==> config.mk <==
export PLATFORM = sky130hd
export DESIGN_NAME = rr_mux_8to1_flat
export DESIGN_NICKNAME = d
export VERILOG_FILES = /design/src/rtl/rr_mux_8to1_pkg.sv /design/src/rtl/rr_mux_8to1_if.sv /design/src/rtl/rr_mux_8to1_arbiter.sv /design/src/rtl/rr_mux_8to1.sv /design/src/flat_wrapper.sv
export SDC_FILE = /design/constraint.sdc
export NUM_CORES = 1
export LEC_CHECK = 0
export CAP_MARGIN = 20
export CORE_ASPECT_RATIO = 1.25
export CORE_MARGIN = 3
export CORE_UTILIZATION = 48
export CTS_BUF_LIST = sky130_fd_sc_hd__clkbuf_4
export DETAILED_ROUTE_END_ITERATION = 10
export GPL_ROUTABILITY_DRIVEN = 0
export PLACE_DENSITY = 0.83
export SYNTH_ARGS = -nofsm -noshare
export SYNTH_HDL_FRONTEND = slang
export SYNTH_SLANG_ARGS = --single-unit
==> constraint.sdc <==
create_clock -name clk -period 6.8 [get_ports clk]
set_input_delay 1.36 -clock clk [delete_from_list [all_inputs] [get_ports clk]]
set_output_delay 1.36 -clock clk [all_outputs]
set_load 0.05 [all_outputs]
==> src/rtl/rr_mux_8to1_pkg.sv <==
// Shared constants, FSM state type and one-hot decode helper for the
// eight-channel round-robin collector.
package mux_pkg;

  localparam int unsigned NUM_CH = 8;
  localparam int unsigned SEL_W  = 3;

  typedef enum logic {
    EMPTY = 1'b0,
    FULL  = 1'b1
  } state_t;

  function automatic logic [SEL_W-1:0] onehot_to_idx(input logic [NUM_CH-1:0] oh);
    logic [SEL_W-1:0] idx;
    idx = '0;
    for (int i = 0; i < NUM_CH; i++) begin
      if (oh[i]) idx = idx | SEL_W'(i);
    end
    return idx;
  endfunction

endpackage

==> src/rtl/rr_mux_8to1_if.sv <==
// Producer/consumer bundle of the 8:1 collector; master is the
// environment (producers + consumer), slave is the mux itself.
interface rr_mux_8to1_if
  import mux_pkg::*;
#(
  parameter int unsigned WIDTH = 8
);

  logic [NUM_CH*WIDTH-1:0] din;
  logic [NUM_CH-1:0]       din_valid;
  logic [NUM_CH-1:0]       din_ready;
  logic [WIDTH-1:0]        dout;
  logic                    dout_valid;
  logic                    dout_ready;
  logic [SEL_W-1:0]        sel;

  modport master (
    output din, din_valid, dout_ready,
    input  din_ready, dout, dout_valid, sel
  );

  modport slave (
    input  din, din_valid, dout_ready,
    output din_ready, dout, dout_valid, sel
  );

endinterface

==> src/rtl/rr_mux_8to1_arbiter.sv <==
// Combinational rotate-priority-rotate arbiter: the first requester after
// channel `last` (wrapping 7->0) wins when `en` is high.
module rr_arbiter_8
  import mux_pkg::*;
(
  input  logic [NUM_CH-1:0] req,
  input  logic [SEL_W-1:0]  last,
  input  logic              en,
  output logic [NUM_CH-1:0] gnt,
  output logic [SEL_W-1:0]  gnt_idx,
  output logic              any
);

  logic [SEL_W-1:0]  start;
  logic [NUM_CH-1:0] rot;
  logic [NUM_CH-1:0] pri;

  always_comb begin
    start = last + SEL_W'(1);
    rot   = '0;
    gnt   = '0;
    // 3-bit index arithmetic wraps modulo 8, giving the rotation for free
    for (int i = 0; i < NUM_CH; i++) begin
      rot[i] = req[SEL_W'(i) + start];
    end
    pri = rot & (~rot + NUM_CH'(1));
    for (int i = 0; i < NUM_CH; i++) begin
      gnt[SEL_W'(i) + start] = pri[i] & en;
    end
    gnt_idx = onehot_to_idx(gnt);
    any     = |req;
  end

endmodule

==> src/rtl/rr_mux_8to1.sv <==
// Merges eight valid/ready producers onto one registered output with
// round-robin fairness; sel tags each word with its source channel.
module rr_mux_8to1
  import mux_pkg::*;
#(
  parameter int unsigned WIDTH = 8
) (
  input  logic          clk,
  input  logic          rst_n,
  rr_mux_8to1_if.slave  bus
);

  state_t           state_q, state_d;
  logic [WIDTH-1:0] dout_q, dout_d;
  logic [SEL_W-1:0] sel_q, sel_d;
  logic [SEL_W-1:0] last_q, last_d;

  logic [NUM_CH-1:0] gnt;
  logic [SEL_W-1:0]  gnt_idx;
  logic              any;
  logic              load_en;
  logic [NUM_CH-1:0] din_ready_c;

  // Output register can take a new word when empty or being drained this cycle
  assign load_en = (state_q == EMPTY) | bus.dout_ready;

  rr_arbiter_8 u_arb (
    .req     (bus.din_valid),
    .last    (last_q),
    .en      (load_en),
    .gnt     (gnt),
    .gnt_idx (gnt_idx),
    .any     (any)
  );

  always_ff @(posedge clk or negedge rst_n) begin
    if (!rst_n) begin
      state_q <= EMPTY;
      dout_q  <= '0;
      sel_q   <= '0;
      last_q  <= SEL_W'(NUM_CH - 1);
    end else begin
      state_q <= state_d;
      dout_q  <= dout_d;
      sel_q   <= sel_d;
      last_q  <= last_d;
    end
  end

  always_comb begin
    state_d     = state_q;
    dout_d      = dout_q;
    sel_d       = sel_q;
    last_d      = last_q;
    din_ready_c = '0;

    case (state_q)
      EMPTY: begin
        if (any) state_d = FULL;
      end
      FULL: begin
        if (bus.dout_ready && !any) state_d = EMPTY;
      end
      default: state_d = EMPTY;
    endcase

    // Accepting a word also advances the round-robin pointer
    if (load_en && any) begin
      din_ready_c = gnt;
      dout_d      = bus.din[gnt_idx*WIDTH +: WIDTH];
      sel_d       = gnt_idx;
      last_d      = gnt_idx;
    end
  end

  assign bus.din_ready  = din_ready_c;
  assign bus.dout       = dout_q;
  assign bus.sel        = sel_q;
  assign bus.dout_valid = (state_q == FULL);

endmodule

==> src/flat_wrapper.sv <==
// flat-port wrapper written by rule: the top's interface ports become plain ports
module rr_mux_8to1_flat import mux_pkg::*;
#(
  parameter int unsigned WIDTH = 8
)
  (clk, rst_n, bus_din, bus_din_valid, bus_dout_ready, bus_din_ready, bus_dout, bus_dout_valid, bus_sel);
  rr_mux_8to1_if #(.WIDTH(WIDTH)) bus_i ();
  input  logic clk;
  input  logic rst_n;
  input wire logic [$bits(bus_i.din)-1:0] bus_din;
  input wire logic [$bits(bus_i.din_valid)-1:0] bus_din_valid;
  input wire logic [$bits(bus_i.dout_ready)-1:0] bus_dout_ready;
  output wire logic [$bits(bus_i.din_ready)-1:0] bus_din_ready;
  output wire logic [$bits(bus_i.dout)-1:0] bus_dout;
  output wire logic [$bits(bus_i.dout_valid)-1:0] bus_dout_valid;
  output wire logic [$bits(bus_i.sel)-1:0] bus_sel;
  assign bus_i.din = bus_din;
  assign bus_i.din_valid = bus_din_valid;
  assign bus_i.dout_ready = bus_dout_ready;
  assign bus_din_ready = bus_i.din_ready;
  assign bus_dout = bus_i.dout;
  assign bus_dout_valid = bus_i.dout_valid;
  assign bus_sel = bus_i.sel;
  rr_mux_8to1 #(.WIDTH(WIDTH)) u_core (.clk(clk), .rst_n(rst_n), .bus(bus_i));
endmodule
==> run summary <==
Nets: 507
TritonCTS Buffers: 3
# IOs: 95
Worst min-delay path class: flop to flop
# port buffers: 94
Die Y: 92.78 um
Cell Rows: 31
Setup bufs post-CTS: 0
Critical path, cell by cell: buf_4 > inv_1 > ha_1 > mux4_2 > mux2i_1 > nand3_2 > nor3_2 > a211oi_1 > a221oi_1 > buf_12
1st-iter DRT viols: 777
Worst setup startpoint: u_core.last_q[0]$_DFFE_PN1P_
Mapped Cells: 347
Period minus WS final: 6077 ps
WL final: 10.56 mm
Area growth from synthesis to layout: 35.05%
Yosys warning total: 0
Share of post-route cells with drive strength above 1: 14.72%
Fin. Hold Viols: 0
Worst reg2reg path endpoint: u_core.bus.dout[2]$_DFFE_PN0P_
Unrepaired setup endpoints after global routing: false
Hold depth: 1
Final HPWL DP: 8.324 mm
Vias in the first global route: 3381
Arr. time, crit path: 4720 ps
# DRC: 0
Async SR Flop Fraction: 100.0%
Clk Latency, worst-skew pair: 290 ps
WL/cell: 21.38 um
Final Max Slew Viols: 0
Max Cap Viol: 0
Deepest clock path buffer count: 2
Leading area contributor after synthesis: mux2i_1
Outcome: complete, no violations
Fillcell total: 457
Die area: 6997 um^2
CP Launch Type: flop
Via Count: 3431
Pre-antenna DRT Iters: 8
Fmax achieved: 164.6 MHz
Setup_tns: 0 ps
Multi-input logic area: 2340 um^2
Sequential cell area fraction in the yosys report: 13.11%
Post-synth EDFFs: 0
Die X: 75.42 um
Largest net degree at the start of global routing: 50
GR Util All Layers: 30.86%
Most frequent cells after synthesis: nand2_1, mux2i_1, nor2_1
Root Buffer: clkbuf_4
Syn_area_per_cell: 8.333 um^2
Post-CTS sizing: 0
Max-slew headroom: 43.05%
CTS Sinks: 15
Least-Margin Pin Slew: 854.3 ps
Initial antenna violation count: 0
Setup Skew: 0.7501 ps
Synth area leaders: mux2i_1, dfrtp_1, mux4_2, nand2_1, mux2_2
Top delay family on crit path: buffers and inverters
Synth cell types: 67
TritonCTS clock tree: yes
Grt ovf: 0
Synth top area share: 13.15%
Worst Hold Endpoint: u_core.bus.sel[2]$_DFFE_PN0P_
RR Startpoint: u_core.last_q[0]$_DFFE_PN1P_
Synthesized Nets: 425
Reg2Reg Depth: 14
Mapped Area: 2892 um^2
R2r setup slk: 1160 ps
Final setup violation count: 0
Min-delay src: u_core.bus.sel[2]$_DFFE_PN0P_
Final period util: 89.36%
Post-DRT Antenna Nets: 0
Crit-path slowest cell: ha_1
WP data required: 5440 ps
N_diodes: 0
Placeable Area: 5818 um^2
Setup CP Type: flop to output pin
Worst Path Buf+Inv: 3
Post-DR vias/cell: 6.945
First-pass GRT wire length: 16.84 mm
H-tree Lvls: 1
Worst-path maximum fanout: 49
Storage element area: 379.1 um^2
CP peak stage delay: 590 ps
Top-count cell post-synth: nand2_1
Hold buffer count at CTS: 0
Seq cells post-synth: 15
Top_reg_cell synth: dfrtp_1
Type of destination of the critical path: output pin
Initial Utilization: 49.70%
Worst-path clk slew: 80 ps
## worst max path at each step
stage,end,cells past startpoint
2_1_floorplan,bus_din_ready[0],13
3_3_place_gp,bus_din_ready[1],8
3_5_place_dp,bus_din_ready[1],8
4_1_cts,bus_din_ready[1],10
5_1_grt,bus_din_ready[1],10
6_report,bus_din_ready[1],10
## cell families after synthesis
group | share of synthesized area (%)
flip-flops | 13.11
XOR/XNOR | 3.159
AO/OA/AOI/OAI | 24.06
multiplexers | 29.47
buffers and inverters | 6.187
adder cells (fa/ha/maj) | 1.298
AND/OR/NAND/NOR | 22.72
## state kept, by name (all words and copies together) (netlist names)
register / cells
u_core.bus.dout: 8
u_core.bus.dout_valid: 1
u_core.bus.sel: 3
u_core.last_q: 3
## per-stage QoR
step	area (um^2)	hold WS, ps	util [%]	cells	worst slack (ps)
2_1_floorplan	2892	450.5	-	347	370.1
3_3_place_gp	3875	462.8	66.60	490	952.0
3_5_place_dp	3875	471.0	66.60	490	905.2
4_1_cts	3905	487.4	67.12	494	814.2
5_1_grt	3905	500.8	67.12	494	440.4
6_report	3905	489.1	67.12	494	723.2
## layer usage
layer / share of wire [%] / wire length, um / up-vias / GRT usage, %
li1: - / - / 1536 / -
met5: 0 / 0 / - / 0
met2: 51 / 5436 / 255 / 53.31
met1: 33 / 3537 / 1565 / 35.39
met4: 6.3 / 662 / 0 / 14.14
met3: 8.8 / 924 / 75 / 6.080
## cell usage in the layout, fill, tap and decap left out, drive strengths merged, types with 11 or more instances in the layout
cell type      instances
nand3                 11
mux2i                 39
mux2                  16
buf                   17
nand2                 40
mux4                  12
nor2                  35
o21ai                 14
dfrtp                 12
clkdlybuf4s50         86
nor3                  11
## area by class of cell
cell class | instances | area share (%)
inverter | 6 | 0.5767
sequential | 15 | 9.708
clock buffer | 4 | 0.7690
multi-input combinational | 300 | 59.92
tap | 66 | 2.115
timing repair buffer | 103 | 26.91
Power is not shown: default switching activity piles up to over one toggle a cycle in this logic, so the estimate is an artifact.
